$ cat config.mk
export PLATFORM = sky130hd
export DESIGN_NAME = menu_pago_n
export DESIGN_NICKNAME = d
export VERILOG_FILES = /design/src/rtl/menu_pkg.sv /design/src/rtl/menu_cursor.sv /design/src/rtl/menu_pago_n.sv
export SDC_FILE = /design/constraint.sdc
export NUM_CORES = 1
export LEC_CHECK = 0
export ABC_AREA = 1
export BUFFER_PORTS_ARGS = -buffer_cell sky130_fd_sc_hd__buf_2
export CAP_MARGIN = 25
export CORE_MARGIN = 2
export CORE_UTILIZATION = 53
export DETAILED_ROUTE_END_ITERATION = 16
export PLACE_DENSITY_LB_ADDON = 0.1
export RECOVER_POWER = 25
export SYNTH_ARGS = -nofsm -noshare
export SYNTH_HDL_FRONTEND = slang
export SYNTH_SLANG_ARGS = --single-unit
$ cat constraint.sdc
create_clock -name i_clk -period 1.7 [get_ports i_clk]
set_input_delay 0.17 -clock i_clk [delete_from_list [all_inputs] [get_ports i_clk]]
set_output_delay 0.17 -clock i_clk [all_outputs]
set_load 0.005 [all_outputs]
$ cat src/rtl/menu_pkg.sv
// -----------------------------------------------------------------------------
// menu_pkg
// Shared definitions for the parametrised payment menu (menu_pago_n):
//   - state_t  : FSM state encoding (IDLE, BROWSE, WAIT_PAY, CHANGE, RECEIPT, FIN)
//   - STATE_W  : width of the state register
//   - MAX_OPT  : largest supported option count
//   - IDX_W    : index width able to address MAX_OPT options
//   - TW       : inactivity counter width
//   - onehot() : one-hot decode of an option index
// -----------------------------------------------------------------------------
package menu_pkg;

   localparam int STATE_W = 3;
   localparam int MAX_OPT = 16;
   localparam int IDX_W   = 4;
   localparam int TW      = 20;

   // Encodings 6 and 7 are unused; the FSM steers them back to IDLE.
   typedef enum logic [STATE_W-1:0] {
      IDLE     = 3'd0,
      BROWSE   = 3'd1,
      WAIT_PAY = 3'd2,
      CHANGE   = 3'd3,
      RECEIPT  = 3'd4,
      FIN      = 3'd5
   } state_t;

   // Full-width one-hot; callers size-cast the result down to N_OPT bits.
   function automatic logic [MAX_OPT-1:0] onehot(input logic [IDX_W-1:0] i_idx);
      logic [MAX_OPT-1:0] v;
      v        = '0;
      v[i_idx] = 1'b1;
      return v;
   endfunction

endpackage

$ cat src/rtl/menu_cursor.sv
// -----------------------------------------------------------------------------
// menu_cursor
// Up/down option cursor with synchronous clear. At either end it saturates
// (WRAP=0) or wraps to the opposite end (WRAP=1).
// Ports:
//   i_clk     system clock
//   i_reset   synchronous active-high reset
//   i_clr     synchronous clear to option 0
//   i_inc     step forward one option
//   i_dec     step back one option (i_inc wins if both are high)
//   o_cursor  current option index, 0..N_OPT-1
// -----------------------------------------------------------------------------
module menu_cursor #(
   parameter int N_OPT = 4,
   parameter int WRAP  = 0,
   parameter int CW    = $clog2(N_OPT)
) (
   input  logic          i_clk,
   input  logic          i_reset,
   input  logic          i_clr,
   input  logic          i_inc,
   input  logic          i_dec,
   output logic [CW-1:0] o_cursor
);

   localparam logic [CW-1:0] LAST = CW'(N_OPT - 1);

   logic [CW-1:0] r_cursor;

   // NOTE: state registers use non-blocking assignment so every flop samples
   // the pre-edge values of the others, independent of block ordering.
   always_ff @(posedge i_clk) begin
      if (i_reset || i_clr) begin
         r_cursor <= '0;
      end else if (i_inc) begin
         if (r_cursor == LAST) begin
            r_cursor <= (WRAP != 0) ? '0 : LAST;
         end else begin
            r_cursor <= r_cursor + CW'(1);
         end
      end else if (i_dec) begin
         if (r_cursor == '0) begin
            r_cursor <= (WRAP != 0) ? LAST : '0;
         end else begin
            r_cursor <= r_cursor - CW'(1);
         end
      end
   end

   assign o_cursor = r_cursor;

endmodule

$ cat src/rtl/menu_pago_n.sv
// -----------------------------------------------------------------------------
// menu_pago_n
// Parametrised payment-method menu. The user browses N_OPT options, selects
// one, waits for the downstream payment confirmation, then walks through an
// optional change phase (cash option only) and a receipt phase before parking
// in FIN until cancel. BROWSE and WAIT_PAY abandon to IDLE after TMO_CYC idle
// cycles. Outputs are Moore-decoded from the state register.
// Ports:
//   i_clk      system clock
//   i_reset    synchronous active-high reset (overrides everything)
//   i_act      menu enable; starts browsing from IDLE
//   i_ad       advance button pulse
//   i_at       back button pulse
//   i_sel      select button pulse
//   i_clc      cancel/clear button pulse
//   i_pay_ok   payment accepted pulse from downstream
//   o_cursor   highlighted option
//   o_opt_sel  one-hot selected option, non-zero only in WAIT_PAY
//   o_chg_en   high during CHANGE
//   o_rcpt     high during RECEIPT (one cycle)
//   o_busy     high in every state except IDLE
//   o_tmo      one-cycle pulse on the first IDLE cycle after a timeout
// -----------------------------------------------------------------------------
module menu_pago_n
   import menu_pkg::*;
#(
   parameter int  N_OPT    = 4,
   parameter int  WRAP     = 0,
   parameter int  CASH_IDX = 0,
   parameter int  TMO_CYC  = 1000,
   localparam int CW       = $clog2(N_OPT)
) (
   input  logic             i_clk,
   input  logic             i_reset,
   input  logic             i_act,
   input  logic             i_ad,
   input  logic             i_at,
   input  logic             i_sel,
   input  logic             i_clc,
   input  logic             i_pay_ok,
   output logic [CW-1:0]    o_cursor,
   output logic [N_OPT-1:0] o_opt_sel,
   output logic             o_chg_en,
   output logic             o_rcpt,
   output logic             o_busy,
   output logic             o_tmo
);

   localparam logic [TW-1:0] TMO_LAST = TW'(TMO_CYC - 1);
   localparam logic [CW-1:0] CASH     = CW'(CASH_IDX);

   state_t             r_state;
   logic [TW-1:0]      r_tmo_cnt;
   logic               r_tmo;
   logic [N_OPT-1:0]   r_opt_sel;
   logic [CW-1:0]      w_cursor;

   state_t             w_state_next;
   logic               w_inc;
   logic               w_dec;
   logic               w_cur_clr;
   logic               w_load_sel;
   logic               w_tmo_fire;
   logic               w_event;
   logic               w_counting;
   logic               w_expired;
   logic               w_tmo_clr;

   // Any button or confirmation counts as activity, even when the current
   // state otherwise ignores it.
   assign w_event    = i_ad | i_at | i_sel | i_clc | i_pay_ok;
   assign w_counting = (r_state == BROWSE) || (r_state == WAIT_PAY);
   assign w_expired  = w_counting && (r_tmo_cnt == TMO_LAST) && !w_event;

   // Cursor returns to option 0 whenever the menu heads back to IDLE, so
   // IDLE always presents cursor 0 and browsing always starts there.
   assign w_cur_clr  = (w_state_next == IDLE);

   // Counter restarts on entry to any state, on activity, and outside the
   // timed states.
   assign w_tmo_clr  = (w_state_next != r_state) || w_event || !w_counting;

   // ---------------------------------------------------------------------------
   // Next-state and output decode
   // ---------------------------------------------------------------------------
   // NOTE: every signal driven here gets a default first, so no path through
   // the case can leave a value unassigned and infer a latch.
   always_comb begin
      w_state_next = r_state;
      w_inc        = 1'b0;
      w_dec        = 1'b0;
      w_load_sel   = 1'b0;
      w_tmo_fire   = 1'b0;
      o_busy       = 1'b1;
      o_chg_en     = 1'b0;
      o_rcpt       = 1'b0;
      o_opt_sel    = '0;

      case (r_state)
         IDLE: begin
            o_busy = 1'b0;
            if (i_act) begin
               w_state_next = BROWSE;
            end
         end

         // Priority clc > ad > at > sel; timeout only when nothing arrived.
         BROWSE: begin
            if (i_clc) begin
               w_state_next = IDLE;
            end else if (i_ad) begin
               w_inc = 1'b1;
            end else if (i_at) begin
               w_dec = 1'b1;
            end else if (i_sel) begin
               w_state_next = WAIT_PAY;
               w_load_sel   = 1'b1;
            end else if (w_expired) begin
               w_state_next = IDLE;
               w_tmo_fire   = 1'b1;
            end
         end

         WAIT_PAY: begin
            o_opt_sel = r_opt_sel;
            if (i_clc) begin
               w_state_next = BROWSE;
            end else if (i_pay_ok) begin
               w_state_next = (w_cursor == CASH) ? CHANGE : RECEIPT;
            end else if (w_expired) begin
               w_state_next = IDLE;
               w_tmo_fire   = 1'b1;
            end
         end

         CHANGE: begin
            o_chg_en     = 1'b1;
            w_state_next = RECEIPT;
         end

         RECEIPT: begin
            o_rcpt       = 1'b1;
            w_state_next = FIN;
         end

         FIN: begin
            if (i_clc) begin
               w_state_next = IDLE;
            end
         end

         default: begin
            w_state_next = IDLE;
         end
      endcase
   end

   // ---------------------------------------------------------------------------
   // State, timeout and selection registers
   // ---------------------------------------------------------------------------
   always_ff @(posedge i_clk) begin
      if (i_reset) begin
         r_state   <= IDLE;
         r_tmo_cnt <= '0;
         r_tmo     <= 1'b0;
         r_opt_sel <= '0;
      end else begin
         r_state <= w_state_next;
         if (w_tmo_clr) begin
            r_tmo_cnt <= '0;
         end else begin
            r_tmo_cnt <= r_tmo_cnt + TW'(1);
         end
         // Registered so the pulse lands on the first IDLE cycle.
         r_tmo <= w_tmo_fire;
         if (w_load_sel) begin
            r_opt_sel <= N_OPT'(onehot(IDX_W'(w_cursor)));
         end
      end
   end

   menu_cursor #(
      .N_OPT (N_OPT),
      .WRAP  (WRAP),
      .CW    (CW)
   ) u_cursor (
      .i_clk    (i_clk),
      .i_reset  (i_reset),
      .i_clr    (w_cur_clr),
      .i_inc    (w_inc),
      .i_dec    (w_dec),
      .o_cursor (w_cursor)
   );

   assign o_cursor = w_cursor;
   assign o_tmo    = r_tmo;

endmodule

==> key figures <==
Logic synthesis
  – Compound-gate portion of the synthesized area: 6.940%
  – Cell type contributing the most total cell area after synthesis: sky130_fd_sc_hd__dfxtp_1
  – Adder-cell area share of the yosys netlist: 0.6940%
  – Main combinational cell family by area after synthesis: simple AND/OR/NAND/NOR gates
  – Post-synthesis net count: 262
  – Combined area of all synthesized cells: 1803 µm²
  – Top post-synthesis cells by area: sky130_fd_sc_hd__dfxtp_1 (33%), sky130_fd_sc_hd__nor3_2 (12%), sky130_fd_sc_hd__nand2_1 (9.8%)
  – Number of synthesized register bits: 30
  – Post-Synth XOR/XNOR Area: 7.287%
  – Area share of the leading cell type in the synthesized netlist: 33.31%
  – Number of warnings printed during yosys synthesis: 0
  – Multiplexer area fraction after synthesis: 0%
  – Number of distinct library cells after synthesis: 24
  – Area share of and/or/nand/nor cells after synthesis: 40.32%
  – Post-Syn Area per Cell: 7.126 µm²
  – Cell count after synthesis: 253
  – Proportion of synthesized chip area in sequential cells: 33.31%

Power
  – Maximum VDD drop: 388.1 µV
  – Static leakage: 0.0009284 µW
  – Power per cell area: 542.8 nW/µm²
  – Total power draw: 1239 µW

Route
  – Number of DRC markers after the initial detailed-route iteration: 78
  – Number of detailed-routing iterations run before antenna repair: 4
  – Residual DRC: 0
  – Number of antenna-violating nets in the routed design: 0
  – DR WL/cell: 11.14 µm
  – Via density per instance: 4.870
  – Vias: 1,690
  – Total routed wirelength: 3864 µm

Finish
  – Count of filler cells inserted in the layout: 316
  – Proportion of layout cells with a drive suffix above 1: 36.21%
  – Post-layout net count: 309
  – Most common cell after layout, fill and taps aside: sky130_fd_sc_hd__nand2_1
  – N_diodes: 0
  – Design area: 2283 µm²
  – Commonest cells after routing, fill and taps aside: sky130_fd_sc_hd__nand2_1 (43), sky130_fd_sc_hd__inv_1 (39), sky130_fd_sc_hd__nor2_1 (32)
  – Synth-to-Final Area Change: 26.65%

Place
  – Port Buffers: 17
  – Area after detailed placement: 2128 µm²
  – HPWL after DPL: 2835 µm
  – Weighted congestion at the end of routability-driven global placement: 0.8556

Run status
  – Violations in the final reports: negative setup slack
  – Result of the run: finished with violations

Global routing
  – Largest net degree at the start of global routing: 21
  – Leftover overflow at the end of global routing: 0
  – Antenna violations before repair: 0
  – Vias in the first global route: 1,640
  – All-Layer GR Usage: 21.63%
  – Global-route wire length before repair: 6741 µm

Die
  – Height of the chip: 62.33 µm
  – IO Count: 18
  – Effective utilization at floorplan: 54.46%
  – Number of placement rows: 21
  – Die W: 62.33 µm
  – Area of the core region: 3311 µm²
  – Die Outline Area: 3884 µm²

Critical path
  – Peak fanout along the critical path: 20
  – RR Startpoint: r_tmo_cnt[0]
  – Start point of the critical path: r_tmo_cnt[0]
  – Path type of the worst setup path: reg -> reg
  – Worst EP arrival: 2.03 ns
  – Crit. End Element: register
  – Path depth of the worst reg2reg path: 12
  – Setup crit start kind: register
  – Required arrival time at the worst endpoint: 1.97 ns

Clock network
  – Root buffer cell: sky130_fd_sc_hd__clkbuf_4
  – H-tree Lvls: 2
  – Number of hold-repair buffers added at the cts stage: 0
  – Clock insertion delay at the later pin of the skew report: 0.34 ns
  – Clock net sink count: 30
  – CTS tree: built
  – Clk slew on worst S/H paths: 0.10 ns
  – Number of buffers created by CTS: 5
  – Buffer depth of the longest clock path: 2

Timing
  – Maximum clock frequency: 566.7 MHz
  – Setup repair after global routing missed its margin: true
  – Endpoints failing hold: 0
  – Share of the clock period used by the worst path after layout: 103.8%
  – Time the final worst path needs with I/O delays and setup: 1.765 ns
  – Max-slew violation count: 0
  – Worst-Margin Slew: 0.2663 ns
  – Clock Skew: 0.007506 ns
  – Slew HR: 82.15%
  – Setup violators final: 20
  – Worst setup margin: -0.06466 ns

Flow run
  – Maxcap violations: 0

Hold path
  – Hold-critical path depth: 2
  – HP Class: in -> reg
  – Start point of the worst min-delay path: i_reset
-- worst paths after layout --
kind / to / slack, ns
hold reg to reg: r_opt_sel[1] / 0.46
setup / recovery: r_tmo_cnt[4] / -0.06
setup reg to reg: r_tmo_cnt[4] / -0.06
hold / removal: r_state[0] / 0.05
-- registers in the layout, indices dropped and copies added (netlist names) --
| register | flops |
|---|---|
| o_tmo | 1 |
| r_opt_sel | 4 |
| r_state | 3 |
| r_tmo_cnt | 20 |
| u_cursor.o_cursor | 2 |
-- power by group --
part	internal [µW]	switching [µW]
sequential	705	4.29
clock	200	246
combinational	34.3	50.1
-- timing repair --
| action | CTS | global route |
|---|---|---|
| setup buffers | 0 | 1 |
| resized for setup | 5 | 18 |
| setup endpoints to repair | 20 | 22 |
| cloned | 0 | 1 |
| pin swaps | 1 | 6 |
-- worst max-delay path: stages, from the launching register on --
cell	delay (ns)
sky130_fd_sc_hd__dfxtp_2	0.36
sky130_fd_sc_hd__ha_4	0.16
sky130_fd_sc_hd__nand2_2	0.05
sky130_fd_sc_hd__nor2_1	0.11
sky130_fd_sc_hd__nand3_1	0.12
sky130_fd_sc_hd__nor2_2	0.11
sky130_fd_sc_hd__nand2_2	0.07
sky130_fd_sc_hd__a21oi_2	0.17
sky130_fd_sc_hd__nand2_1	0.07
sky130_fd_sc_hd__nand2_1	0.06
sky130_fd_sc_hd__nand3_2	0.08
sky130_fd_sc_hd__buf_12	0.17
sky130_fd_sc_hd__nor3_2	0.15
-- kinds of logic (layout without fill, tap and decap cells) --
kind of cell / after synthesis / in the layout
buffers and inverters: 47 / 95
flip-flops: 30 / 30
AO/OA/AOI/OAI: 23 / 23
XOR/XNOR: 15 / 15
adder cells (fa/ha/maj): 1 / 1
AND/OR/NAND/NOR: 137 / 137
-- cell type report --
| type | instances | area [µm²] | area share [%] |
|---|---|---|---|
| Tap cell | 46 | 57.56 | 2.521 |
| Sequential cell | 30 | 611.8 | 26.79 |
| Clock inverter | 1 | 5.005 | 0.2192 |
| Multi-Input combinational cell | 176 | 1051 | 46.03 |
| Timing Repair Buffer | 44 | 341.6 | 14.96 |
| Clock buffer | 7 | 55.05 | 2.411 |
| Inverter | 43 | 161.4 | 7.069 |
-- cell usage after synthesis, drive strengths merged --
cell	number
nand2	53
inv	43
nor2	41
dfxtp	30
nor3	26
nand3	14
a21oi	10
o21ai	10
xor2	8
xnor2	7
buf	4
nand4	3
o211ai	2
a31oi	1
ha	1
-- metal layers --
metal / track usage (%) / routed length (µm)
met1: 25.06 / 1670
met2: 37.23 / 1963
met3: 4.529 / 113
met4: 11.94 / 116
met5: 0 / 0
-- metrics by stage --
| stage | setup WS [ns] | setup TNS (ns) | util, % | hold WS [ns] | cells |
|---|---|---|---|---|---|
| 3_3_place_gp | 0.01819 | 0 | 64.29 | 0.4015 | 337 |
| 5_1_grt | -0.2078 | -3.782 | 68.97 | 0.04994 | 347 |
| 2_1_floorplan | 0.003604 | 0 | - | 0.2507 | 253 |
| 3_5_place_dp | -0.03518 | -0.3020 | 64.29 | 0.4011 | 337 |
| 6_report | -0.06466 | -1.093 | 68.97 | 0.04697 | 347 |
| 4_1_cts | -0.01065 | -0.03078 | 66.63 | 0.03909 | 345 |
Note: power is estimated with default switching activity, not from simulation.
